--- config.mk ---
export PLATFORM = sky130hd
export DESIGN_NAME = mul_sequencer
export DESIGN_NICKNAME = d
export VERILOG_FILES = /design/src/rtl/mul_sequencer_pkg.sv /design/src/rtl/mul_seq_datapath.sv /design/src/rtl/mul_sequencer.sv
export SDC_FILE = /design/constraint.sdc
export NUM_CORES = 1
export LEC_CHECK = 0
export BUFFER_PORTS_ARGS = -buffer_cell sky130_fd_sc_hd__buf_2
export CAP_MARGIN = 20
export CORE_MARGIN = 10
export CORE_UTILIZATION = 60
export CTS_CLUSTER_SIZE = 10
export DETAILED_ROUTE_END_ITERATION = 6
export HOLD_SLACK_MARGIN = 0.15
export PLACE_DENSITY = 0.81
export SLEW_MARGIN = 25
export SYNTH_ARGS = -nofsm -noshare
export SYNTH_HDL_FRONTEND = slang
export SYNTH_SLANG_ARGS = --single-unit
--- constraint.sdc ---
create_clock -name Clock -period 3.7 [get_ports Clock]
set_input_delay 0 -clock Clock [delete_from_list [all_inputs] [get_ports Clock]]
set_output_delay 0 -clock Clock [all_outputs]
set_load 0.01 [all_outputs]
--- src/rtl/mul_sequencer_pkg.sv ---
// Shared definitions for the sequenced shift-add multiplier: state encoding
// and default operand width.
package mul_sequencer_pkg;

  localparam int unsigned MUL_WIDTH = 16;

  typedef enum logic [1:0] {
    ST_IDLE = 2'd0,
    ST_RUN  = 2'd1,
    ST_FIX  = 2'd2,
    ST_DONE = 2'd3
  } state_e;

endpackage : mul_sequencer_pkg

--- src/rtl/mul_seq_datapath.sv ---
// Shift-add datapath: operand magnitude capture, WIDTH accumulate steps,
// sign fix-up and the registered product.
import mul_sequencer_pkg::*;

module mul_seq_datapath #(
  parameter int unsigned WIDTH = MUL_WIDTH
) (
  input  logic             clk_i,
  input  logic             rst_ni,
  input  logic             load_i,
  input  logic             step_i,
  input  logic             fix_i,
  input  logic             signed_i,
  input  logic [WIDTH-1:0] op_a_i,
  input  logic [WIDTH-1:0] op_b_i,
  output logic             last_o,
  output logic [WIDTH-1:0] result_lo_o,
  output logic [WIDTH-1:0] result_hi_o
);

  localparam int unsigned PW = 2 * WIDTH;
  localparam int unsigned CW = $clog2(WIDTH);

  logic [PW-1:0]    acc_q, acc_d;
  logic [PW-1:0]    mcand_q, mcand_d;
  logic [WIDTH-1:0] mplier_q, mplier_d;
  logic [CW-1:0]    count_q, count_d;
  logic             neg_q, neg_d;
  logic [PW-1:0]    res_q, res_d;

  logic             a_neg, b_neg;
  logic [WIDTH-1:0] a_mag, b_mag;

  // Magnitudes; the most negative value maps onto its unsigned equivalent.
  assign a_neg = signed_i & op_a_i[WIDTH-1];
  assign b_neg = signed_i & op_b_i[WIDTH-1];
  assign a_mag = a_neg ? (~op_a_i + WIDTH'(1)) : op_a_i;
  assign b_mag = b_neg ? (~op_b_i + WIDTH'(1)) : op_b_i;

  assign last_o = (count_q == CW'(WIDTH - 1));

  always_comb begin
    acc_d    = acc_q;
    mcand_d  = mcand_q;
    mplier_d = mplier_q;
    count_d  = count_q;
    neg_d    = neg_q;
    res_d    = res_q;
    if (load_i) begin
      acc_d    = '0;
      mcand_d  = {WIDTH'(0), a_mag};
      mplier_d = b_mag;
      count_d  = '0;
      neg_d    = a_neg ^ b_neg;
    end else if (step_i) begin
      if (mplier_q[0]) begin
        acc_d = acc_q + mcand_q;
      end
      mcand_d  = mcand_q << 1;
      mplier_d = mplier_q >> 1;
      count_d  = count_q + CW'(1);
    end else if (fix_i) begin
      res_d = neg_q ? (~acc_q + PW'(1)) : acc_q;
    end
  end

  always_ff @(posedge clk_i) begin
    if (!rst_ni) begin
      acc_q    <= '0;
      mcand_q  <= '0;
      mplier_q <= '0;
      count_q  <= '0;
      neg_q    <= 1'b0;
      res_q    <= '0;
    end else begin
      acc_q    <= acc_d;
      mcand_q  <= mcand_d;
      mplier_q <= mplier_d;
      count_q  <= count_d;
      neg_q    <= neg_d;
      res_q    <= res_d;
    end
  end

  assign result_lo_o = res_q[WIDTH-1:0];
  assign result_hi_o = res_q[PW-1:WIDTH];

endmodule : mul_seq_datapath

--- src/rtl/mul_sequencer.sv ---
// Multi-cycle multiply controller: FSM, fetch stall and RAM write strobes
// around the shift-add datapath.
import mul_sequencer_pkg::*;

module mul_sequencer #(
  parameter int unsigned WIDTH = MUL_WIDTH
) (
  input  logic             Clock,
  input  logic             Reset,
  input  logic             iStart,
  input  logic             iSigned,
  input  logic             iLong,
  input  logic [WIDTH-1:0] iOperandA,
  input  logic [WIDTH-1:0] iOperandB,
  output logic             oBusy,
  output logic             oStall,
  output logic             oDone,
  output logic             oWriteLo,
  output logic             oWriteHi,
  output logic [WIDTH-1:0] oResultLo,
  output logic [WIDTH-1:0] oResultHi
);

  state_e state_q;
  logic   long_q;
  logic   done_q;
  logic   wr_lo_q;
  logic   wr_hi_q;

  logic   load;
  logic   step;
  logic   fix;
  logic   last;

  assign load = (state_q == ST_IDLE) & iStart;
  assign step = (state_q == ST_RUN);
  assign fix  = (state_q == ST_FIX);

  // Strobes are registered on the FIX->DONE edge so they cover exactly DONE.
  always_ff @(posedge Clock) begin
    if (!Reset) begin
      state_q <= ST_IDLE;
      long_q  <= 1'b0;
      done_q  <= 1'b0;
      wr_lo_q <= 1'b0;
      wr_hi_q <= 1'b0;
    end else begin
      done_q  <= 1'b0;
      wr_lo_q <= 1'b0;
      wr_hi_q <= 1'b0;
      unique case (state_q)
        ST_IDLE: begin
          if (iStart) begin
            state_q <= ST_RUN;
            long_q  <= iLong;
          end
        end
        ST_RUN: begin
          if (last) begin
            state_q <= ST_FIX;
          end
        end
        ST_FIX: begin
          state_q <= ST_DONE;
          done_q  <= 1'b1;
          wr_lo_q <= 1'b1;
          wr_hi_q <= long_q;
        end
        ST_DONE: begin
          state_q <= ST_IDLE;
        end
        default: begin
          state_q <= ST_IDLE;
        end
      endcase
    end
  end

  mul_seq_datapath #(
    .WIDTH(WIDTH)
  ) u_datapath (
    .clk_i       (Clock),
    .rst_ni      (Reset),
    .load_i      (load),
    .step_i      (step),
    .fix_i       (fix),
    .signed_i    (iSigned),
    .op_a_i      (iOperandA),
    .op_b_i      (iOperandB),
    .last_o      (last),
    .result_lo_o (oResultLo),
    .result_hi_o (oResultHi)
  );

  // Stall drops in DONE so fetch resumes while the write completes.
  assign oBusy    = (state_q != ST_IDLE);
  assign oStall   = load | step | fix;
  assign oDone    = done_q;
  assign oWriteLo = wr_lo_q;
  assign oWriteHi = wr_hi_q;

endmodule : mul_sequencer

==> summary.txt, run 1 <==
Hold buffers post-CTS = 43
Starting DRC count in detailed routing = 781
FF-to-FF setup slack = 0.66 ns
Post-synth top cells = 122 x dfxtp_1, 122 x nor2_1, 91 x nand2_1
Initial Util = 60.8%
Max Fclk = 329 MHz
Largest net degree at the start of global routing = 69
Tcrit/Tclk final = 82.3%
TritonCTS buffer count = 17
Filler cell count = 951
Hold path start = iOperandA[0]
TritonCTS clock tree = built
Crit Path Class = reg2reg
Syn Area/Cell = 8.05 um2
Layout Skew = 0.00577 ns
Worst-margin pin slew = 0.879 ns
Final Net Count = 1114
Reg2reg end = u_datapath.acc_q[30]
Status = finished clean
CP arrival = 3.35 ns
Layout Cells excl Fill = 1221
Synthesis Warnings = 0
GR Overflow Total = 0
CTS Sinks = 122
PortBufs = 73
Worst Hold Depth = 4
R2r worst-path depth = 11
Slack of the critical path = 0.656 ns
Synth area leaders = dfxtp_1 32%, mux2i_1 8.2%, ha_1 6.4%
Fin Hold WS = 0.429 ns
Rows = 41
Worst path slowest cell = a31oi_1
Number of synthesized flops with an enable pin = 0
Crit-path most repeated cell = nor3_1
Slew Limit Headroom = 41.4%
Max cap viols = 0
CP required = 4.00 ns
DP HPWL = 14.3 mm
Routability cong. = 0.957
Fin. max-slew vios = 0
First-pass GRT wire length = 34.8 mm
Post-cts sizing count = 0
Maximum ir drop on the vdd rail = 389 uV
Routed len/inst = 17.5 um
P per Cell Area = 567 nW/um2
Synth async-reset ratio = 0%
Seq pwr share = 32.4%
Hold Vio Cnt, Final = 0
CTS Buffer Depth = 2
Crit end category = register
Antenna violations before repair = 1
Via density = 6.09
NetSw = 0.00176 W
Total wire length = 21.3 mm
H-tree depth = 4
Layout area overhead = 19.9%
Total core area = 12500 um2
Register area = 2440 um2
Crit Path Max Fanout = 7
Leakage Power = 3.98 nW
Clock power frac = 34.7%
Switching Share = 33.9%
Crit path time final = 3.04 ns
Root buffer cell = clkbuf_16
Layout cells sized above 1 = 12.1%
Vias in the first global route = 7018
Placed Cells = 1147
RSZ-0062 raised after global routing = no
# DRC = 0
Synth Register Bits = 122
Synth Cell Area = 7610 um2
Pre-CTS WS = 0.688 ns
Worst hold endpoint = u_datapath.mcand_q[0]
Top_reg_cell synth = dfxtp_1
Startpoint Class = register
Post-Route Utilization = 72.9%
Register area share after synthesis = 32.1%
Multi-input logic area = 4900 um2
Crit path cell chain = ha_1 -> inv_1 -> fa_1 -> nor2b_1 -> o2111ai_1 -> a31oi_1 -> and3_1 -> nor3_1 -> nor3_1 -> mux2i_1 -> nand2_1
Hold crit path type = in2reg
Die area = 17600 um2
Sum Neg Setup Slack = 0 ns
Int Pwr = 0.00342 W
Launching point of the worst reg2reg path = u_datapath.acc_q[0]
Clock Latency Late Sink = 0.42 ns
Antenna viol nets, final = 0
Clock Pin Slew Worst Setup and Hold Paths = 0.05 ns
Synth cell types = 56
Ports = 74
Postcts setup bufs = 0
Mapped Nets = 1023
Via count = 7432
Die Span X = 133 um
Yosys top cell area share = 32.1%
Worst path max stage delay = 0.57 ns
Cells after synthesis = 946
Comb power frac = 32.9%
Chip height = 133 um
# setup viols final = 0
Area leader, netlist = dfxtp_1
1st-pass router iterations = 5
Tot GR Track Use = 23.6%
## how the worst max path moves through the flow
stage | start | end | slack, ns | depth (start not counted)
floorplan | u_datapath.acc_q[0] | u_datapath.acc_q[26] | 1.12 | 11
global placement | u_datapath.acc_q[0] | u_datapath.acc_q[30] | 0.76 | 11
detailed placement | u_datapath.acc_q[0] | u_datapath.acc_q[26] | 0.69 | 11
CTS | u_datapath.acc_q[0] | u_datapath.acc_q[26] | 0.70 | 11
global route | u_datapath.acc_q[0] | u_datapath.acc_q[30] | 0.35 | 11
finish | u_datapath.acc_q[0] | u_datapath.acc_q[30] | 0.66 | 11
## flip-flops by register name (all words and copies together), names as in the netlist
| register | flops |
|---|---|
| long_q | 1 |
| oWriteHi | 1 |
| oWriteLo | 1 |
| state_q | 2 |
| u_datapath.acc_q | 32 |
| u_datapath.count_q | 4 |
| u_datapath.mcand_q | 32 |
| u_datapath.mplier_q | 16 |
| u_datapath.neg_q | 1 |
| u_datapath.res_q | 32 |
## stage by stage
stage	area [um2]	total power, W
floorplan	7610	0.00287
global placement	8060	0.00324
detailed placement	8060	0.00326
CTS	9120	0.00513
global route	9130	0.00541
finish	9130	0.00518
## power groups by stage
stage | clock network, W | logic (W) | registers, W
after floorplan | 0 | 0.00119 | 0.00168
after global placement | 0 | 0.00156 | 0.00168
after detailed placement | 0 | 0.00158 | 0.00169
after CTS | 0.00180 | 0.00166 | 0.00167
after global routing | 0.00186 | 0.00185 | 0.00170
final | 0.00180 | 0.00170 | 0.00168
## worst max-delay path, delay by kind of cell (launching register included)
family | cells | cell delay, ns
flops | 1 | 0.39
compound gates | 2 | 0.73
mux | 1 | 0.22
simple gates | 5 | 0.93
buf+inv | 1 | 0.06
fa+ha+maj | 2 | 0.60
## logic make-up after synthesis
group                      share of synthesized area (%)
AOI/OAI and AO/OA                                   20.1
xor gates and xnor gates                            8.63
adders and majority gates                           6.67
buffers and inverters                               3.71
DFF                                                 32.1
muxes                                               8.15
and+or+nand+nor                                     20.6
## cell usage in the layout (no fill, tap or decap), drive strengths merged, types with 5 or more instances in the layout
| master | instances |
|---|---|
| inv | 21 |
| xnor2 | 27 |
| buf | 81 |
| nor4 | 9 |
| and3 | 14 |
| clkbuf | 22 |
| xor2 | 48 |
| nand2 | 91 |
| bufinv | 5 |
| a21o | 15 |
| o21ai | 42 |
| or3 | 15 |
| ha | 39 |
| and2 | 6 |
| nor3 | 21 |
| a21oi | 76 |
| or4 | 6 |
| a211oi | 50 |
| a311oi | 7 |
| a31oi | 10 |
| o21a | 5 |
| nor2 | 124 |
| o31ai | 7 |
| nand3 | 23 |
| dlygate4sd3 | 43 |
| nor2b | 11 |
| dfxtp | 122 |
| o21bai | 5 |
| mux2i | 62 |
## metal layers
layer  GRT usage (%)  routed length, um  vias to the layer above
met3            5.15               1600                       78
met2            37.3               9830                      318
met5               0                  0                        -
li1                -                  -                     3572
met1            30.4               9240                     3464
met4            9.78                680                        0
## layout make-up
type | count | area share, %
inverters | 21 | 0.863
multi-input cells | 751 | 53.7
repair buffers | 124 | 9.37
well taps | 172 | 2.36
diodes | 1 | 0.0274
clock inverters | 8 | 1.84
flip-flops and latches | 122 | 26.8
clock buffers | 22 | 5.08
Power figures use the tool's default switching activity.
==> run 2, diff against run 1 <==
- CORE_UTILIZATION: 60 -> 54
- PLACE_DENSITY: 0.81 -> 0.77
- clock period: 3.7 -> 2.5 ns (I/O delays scaled with it)
==> run 2 against run 1 <==
- sequential power rose by 47%
- sequential cell count did not move
- cell area rose by 9.2%
- largest cell class unchanged
- final cell count rose by 7.2%
- combinational power rose by 62%
==> summary.txt, run 2 (same netlist as run 1, synthesis figures left out) <==
Total wire length = 22.4 mm (+4.9%)
Total core area = 13800 um2 (+10%)
Vias in the first global route = 7075 (+0.81%)
DP HPWL = 15.2 mm (+6.5%)
Fin Hold WS = 0.407 ns (-0.0223 ns)
Clock Latency Late Sink = 0.42 ns (about the same)
Layout Skew = 0.00752 ns (+0.00174 ns)
CTS Buffer Depth = 2 (unchanged)
Crit path cell chain = ha_4 -> inv_1 -> fa_2 -> nor2b_4 -> o2111ai_4 -> a31oi_4 -> and3_1 -> nor3_2 -> nor3_1 -> mux2i_1 -> nand2_1
Starting DRC count in detailed routing = 619 (-21%)
Routed len/inst = 17.1 um (-2.2%)
WL met3 = 1.96 mm (+23%)
Reg2reg end = u_datapath.acc_q[26]
Maximum ir drop on the vdd rail = 536 uV (+38%)
Crit path time final = 2.46 ns (-0.586 ns)
Fin. max-slew vios = 0 (unchanged)
Launching point of the worst reg2reg path = u_datapath.acc_q[0]
Clock Pin Slew Worst Setup and Hold Paths = 0.06 ns (about the same)
# DRC = 0 (unchanged)
Startpoint Class = register
Tot GR Track Use = 21.9% (-1.7 points)
Met2 routed WL = 10.1 mm (+2.8%)
Hold crit path type = in2reg
Crit path launch = u_datapath.acc_q[0]
Max Fclk = 407 MHz (+24%)
Slew Limit Headroom = 51.8% (+10 points)
Worst-margin pin slew = 0.722 ns (-0.156 ns)
WP depth = 11 (unchanged)
TritonCTS clock tree = built
R2r worst-path depth = 11 (unchanged)
1st-pass router iterations = 5 (unchanged)
Final Net Count = 1194 (+7.2%)
First-pass GRT wire length = 35.6 mm (+2.4%)
Commonest non-fill, non-tap cell in the layout = nor2_1
Ports = 74 (unchanged)
Placed inst area = 8620 um2 (+7.0%)
Met1 WL = 10.0 mm (+8.3%)
Leakage Power = 4.42 nW (+11%)
Worst path slowest cell = fa_2
Layout Cells excl Fill = 1309 (+7.2%)
Crit end category = register
Placed Cells = 1225 (+6.8%)
Tcrit/Tclk final = 98.3% (+16 points)
Crit Path Max Fanout = 4 (-3)
Top flop regs = u_datapath.acc_q (32), u_datapath.mcand_q (32), u_datapath.res_q (32)
Die Span X = 139 um (+4.6%)
Crit Path Class = reg2reg
Final instance area = 9970 um2 (+9.2%)
Via density = 5.79 (-4.9%)
CP required = 2.81 ns (-1.19 ns)
Max cap viols = 0 (unchanged)
P per Cell Area = 763 nW/um2 (+35%)
Chip height = 139 um (+4.6%)
CTS Sinks = 122 (unchanged)
Commonest non-fill, non-tap cells in the layout = 121 x nor2_1, 115 x dfxtp_1, 90 x nand2_1, 79 x buf_4, 73 x buf_2
Via count = 7578 (+2.0%)
Layout cells sized above 1 = 21.3% (+9.2 points)
Hold Vio Cnt, Final = 0 (unchanged)
Rows = 43 (+4.9%)
FF-to-FF setup slack = 0.04 ns (-0.61 ns)
Routability cong. = 0.958 (about the same)
CP endpoint = u_datapath.acc_q[26]
Worst Hold Depth = 3 (-1)
PortBufs = 73 (unchanged)
Antenna viol nets, final = 0 (unchanged)
Layout area overhead = 31.0%
H-tree depth = 4 (unchanged)
Die area = 19200 um2 (+9.4%)
RSZ-0062 raised after global routing = yes
Buf+Inv Stages, Crit Path = 1 (unchanged)
Final Power = 0.00761 W (+47%)
Worst path max stage delay = 0.38 ns (-0.19 ns)
Largest net degree at the start of global routing = 69 (unchanged)
Root buffer cell = clkbuf_16
CP arrival = 2.77 ns (-0.58 ns)
Antenna violations before repair = 0 (-1)
# setup viols final = 0 (unchanged)
Filler cell count = 1005 (+5.7%)
Cell family with most CP delay = simple AND/OR/NAND/NOR gates
Status = finished clean
Initial Util = 55.1% (-5.8 points)
ANT cells = 0 (-1)
GR Overflow Total = 0 (unchanged)
DR top layer = met4
TritonCTS buffer count = 17 (unchanged)
==> run 2: area by class of cell <==
type | instances | area, um2 | area share (%)
well taps | 180 | 225 | 2.26
flip-flops and latches | 122 | 2450 | 24.6
clock buffers | 20 | 457 | 4.58
clock inverters | 11 | 123 | 1.23
inverters | 21 | 78.8 | 0.790
repair buffers | 204 | 1500 | 15.0
multi-input cells | 751 | 5140 | 51.5
==> run 2: how the worst min path moves through the flow <==
stage,from,to
final,Reset,oWriteLo
after global placement,iLong,long_q
after detailed placement,iLong,long_q
after floorplan,Reset,oWriteLo
after global routing,Reset,oWriteLo
after CTS,Reset,oWriteLo
==> run 2: through the flow <==
| step | setup WS, ns | util [%] | setup TNS, ns |
|---|---|---|---|
| after global routing | -0.0626 | 72.1 | -0.225 |
| after CTS | 0.00675 | 70.5 | 0 |
| final | 0.0424 | 72.1 | 0 |
| after floorplan | 0.00571 | - | 0 |
| after global placement | -0.0601 | 62.4 | -0.150 |
| after detailed placement | -0.120 | 62.4 | -0.326 |
==> run 2: repair_timing <==
item,4_1_cts,5_1_grt
setup endpoints to repair,8,16
hold buffers,49,0
endpoints found under the hold margin,38,0
cloned,0,0
gates resized for setup,6,45
pin swaps,4,18
buffers inserted,2,3
==> run 2: layer usage <==
layer,GRT usage [%],vias up
li1,-,3733
met1,29.5,3520
met2,33.5,299
met3,5.72,26
met4,6.32,0
met5,0,-
==> run 2: report_power, final <==
part | internal, W | total (W) | switching (W) | leakage [nW]
clock | 0.00151 | 0.00239 | 0.000886 | 0.274
combinational | 0.00119 | 0.00275 | 0.00155 | 3.15
sequential | 0.00226 | 0.00247 | 0.000218 | 0.995
==> run 2: worst reg2reg max path, delay by kind of cell, from the launching register on <==
family	cells	cell delay, ns
AND/OR/NAND/NOR	5	0.73
adder cells (fa/ha/maj)	2	0.52
AO/OA/AOI/OAI	2	0.47
flip-flops	1	0.35
multiplexers	1	0.23
buffers and inverters	1	0.05
==> run 3, diff against run 2 <==
- CORE_UTILIZATION: 54 -> 60
- PLACE_DENSITY: 0.77 -> 0.81
- clock period: 2.5 -> 2.8 ns (I/O delays scaled with it)
==> run 3 against run 2 <==
- sequential share of layout area grew 1.2 points
- final cell count shrank 3.5%
- clock power shrank 4%
- worst hold slack gained 0.014 ns
- power shrank 10%
- count of clock-buffer cells in the layout grew 2
- highest routed layer unchanged
==> summary.txt, run 3 (same netlist as run 1, synthesis figures left out) <==
R2r worst-path depth = 12 (+1)
CP required = 3.10 ns (+0.29 ns)
# setup viols final = 0 (unchanged)
Met3 GRT Util = 6.51% (+0.79 points)
Status = finished clean
Routability cong. = 1.00 (+4.5%)
Crit path time final = 2.64 ns (+0.178 ns)
Commonest non-fill, non-tap cells in the layout = 122 x nor2_1, 122 x dfxtp_1, 91 x nand2_1, 74 x a21oi_1, 73 x buf_2
GR Overflow Total = 0 (unchanged)
Fin. max-slew vios = 0 (unchanged)
Layout Skew = 0.00556 ns (-0.00196 ns)
FF-to-FF setup slack = 0.16 ns (+0.12 ns)
First-pass GRT wire length = 36.3 mm (+1.8%)
Chip height = 133 um (-4.4%)
Clock Pin Slew Worst Setup and Hold Paths = 0.05 ns (about the same)
Met2 usage = 39.4% (+5.9 points)
Starting DRC count in detailed routing = 800 (+29%)
Slack of the critical path = 0.165 ns (+0.122 ns)
Root buffer cell = clkbuf_16
Via density = 6.04 (+4.4%)
Postcts setup bufs = 0 (-2)
Hold Vio Cnt, Final = 0 (unchanged)
Reg2reg end = u_datapath.acc_q[28]
Launching point of the worst reg2reg path = u_datapath.mcand_q[0]
TritonCTS clock tree = built
Vias in the first global route = 7406 (+4.7%)
ANT cells = 0 (unchanged)
# DRC = 0 (unchanged)
Die Span X = 133 um (-4.4%)
Antenna viol nets, final = 0 (unchanged)
Rows = 41 (-4.7%)
Crit Path Max Fanout = 3 (-1)
Sum Neg Setup Slack = 0 ns (unchanged)
Max Fclk = 379 MHz (-6.7%)
Layout cells sized above 1 = 15.9% (-5.5 points)
Crit path cell chain = ha_1 -> inv_1 -> fa_1 -> nor2b_2 -> o2111ai_1 -> a31oi_2 -> buf_4 -> a2111oi_4 -> nor3_1 -> o21ai_0 -> mux2i_1 -> nand3_1
CTS Buffer Depth = 2 (unchanged)
Final Net Count = 1157 (-3.1%)
Register area = 2440 um2 (-0.36%)
Multi-input logic area = 4930 um2 (-4.1%)
TritonCTS buffer count = 17 (unchanged)
Worst path max stage delay = 0.41 ns (+0.03 ns)
CP arrival = 2.94 ns (+0.17 ns)
Crit Path Class = reg2reg
Max cap viols = 0 (unchanged)
Tot GR Track Use = 24.7% (+2.8 points)
Worst path slowest cell = fa_1
Pre-CTS WS = 0.185 ns (+0.304 ns)
DP HPWL = 14.9 mm (-2.2%)
Layout area overhead = 24.5%
H-tree depth = 4 (unchanged)
Initial Util = 60.8% (+5.8 points)
Cell family with most CP delay = adder cells
1st-pass router iterations = 5 (unchanged)
Clock Latency Late Sink = 0.42 ns (about the same)
Met1 GRT Util = 30.6% (+1.0 points)
Largest net degree at the start of global routing = 69 (unchanged)
Routed len/inst = 17.7 um (+3.8%)
Total core area = 12500 um2 (-9.5%)
Ports = 74 (unchanged)
PortBufs = 73 (unchanged)
Slew Limit Headroom = 47.0% (-4.8 points)
Top flop regs = u_datapath.acc_q (32), u_datapath.mcand_q (32), u_datapath.res_q (32)
Via count = 7633 (+0.73%)
Buf+Inv Stages, Crit Path = 2 (+1)
Tcrit/Tclk final = 94.1% (-4.2 points)
Filler cell count = 898 (-11%)
Worst Hold Depth = 3 (unchanged)
Die area = 17600 um2 (-8.6%)
Total wire length = 22.4 mm (+0.13%)
Worst hold endpoint = oWriteLo
Worst-margin pin slew = 0.788 ns (+0.0653 ns)
Hold crit path type = in2reg
Crit end category = register
Startpoint Class = register
P per Cell Area = 723 nW/um2 (-5.3%)
CTS Sinks = 122 (unchanged)
Hold path start = Reset
Grt peak-use layer = met2
Antenna violations before repair = 0 (unchanged)
Crit path launch = u_datapath.mcand_q[0]
Leakage Power = 4.21 nW (-4.9%)
Maximum ir drop on the vdd rail = 462 uV (-14%)
## run 3: cell count changes in the layout (fill, tap and decap cells not counted), moves of 5 or more
cell / delta
buf_4: -30
ha_4: -8
o21ai_1: -5
dfxtp_1: +7
dfxtp_2: -7
ha_1: +11
o21ai_0: +5
dlygate4sd3_1: -5
## run 3: where the power goes
group / total, W / switching (W) / internal [W] / leakage [nW]
Combinational: 0.00236 / 0.00140 / 0.000955 / 2.91
Sequential: 0.00220 / 0.000185 / 0.00201 / 0.991
Clock: 0.00229 / 0.000751 / 0.00154 / 0.302
Total: 0.00685 / 0.00234 / 0.00451 / 4.21
## run 3: metal layers
| layer | part of all wire (%) | vias to the layer above | wire length, um |
|---|---|---|---|
| met5 | 0 | - | 0 |
| met4 | 3.0 | 0 | 667 |
| met3 | 8.8 | 66 | 1980 |
| met2 | 46 | 360 | 10300 |
| met1 | 42 | 3541 | 9450 |
| li1 | - | 3666 | - |
## run 3: timing repair
item,4_1_cts,5_1_grt
gates resized for setup,0,5
hold buffers,44,0
endpoints found under the setup margin,0,10
endpoints found under the hold margin,39,0
## run 3: layout make-up
class	count	area share (%)
clock inverter	8	1.51
inverter	21	0.832
multi-input combinational	751	52.0
clock buffer	22	5.00
tap	172	2.27
timing repair buffer	167	12.6
sequential	122	25.8
## run 3: through the flow
stage	cells	utilization [%]	instance area, um2	power [W]	hold slack [ns]
3_3_place_gp	1189	67.0	8380	0.00435	0.292
6_report	1263	75.7	9480	0.00685	0.420
2_1_floorplan	946	-	7610	0.00380	0.127
5_1_grt	1263	75.7	9480	0.00716	0.428
3_5_place_dp	1189	67.0	8380	0.00440	0.294
4_1_cts	1263	75.4	9440	0.00678	0.400
## run 3: worst max path at each step
stage	end	slack [ns]	cells after the start
after floorplan	u_datapath.acc_q[26]	0.22	11
after global placement	u_datapath.acc_q[31]	0.20	9
after detailed placement	u_datapath.acc_q[31]	0.18	9
after CTS	u_datapath.acc_q[28]	0.12	12
after global routing	u_datapath.acc_q[28]	-0.01	12
final	u_datapath.acc_q[28]	0.16	12
## run 3: worst min-delay path, stage by stage
cell and delay, ns:
dlygate4sd3_1 0.53, buf_2 0.15, and2_1 0.13
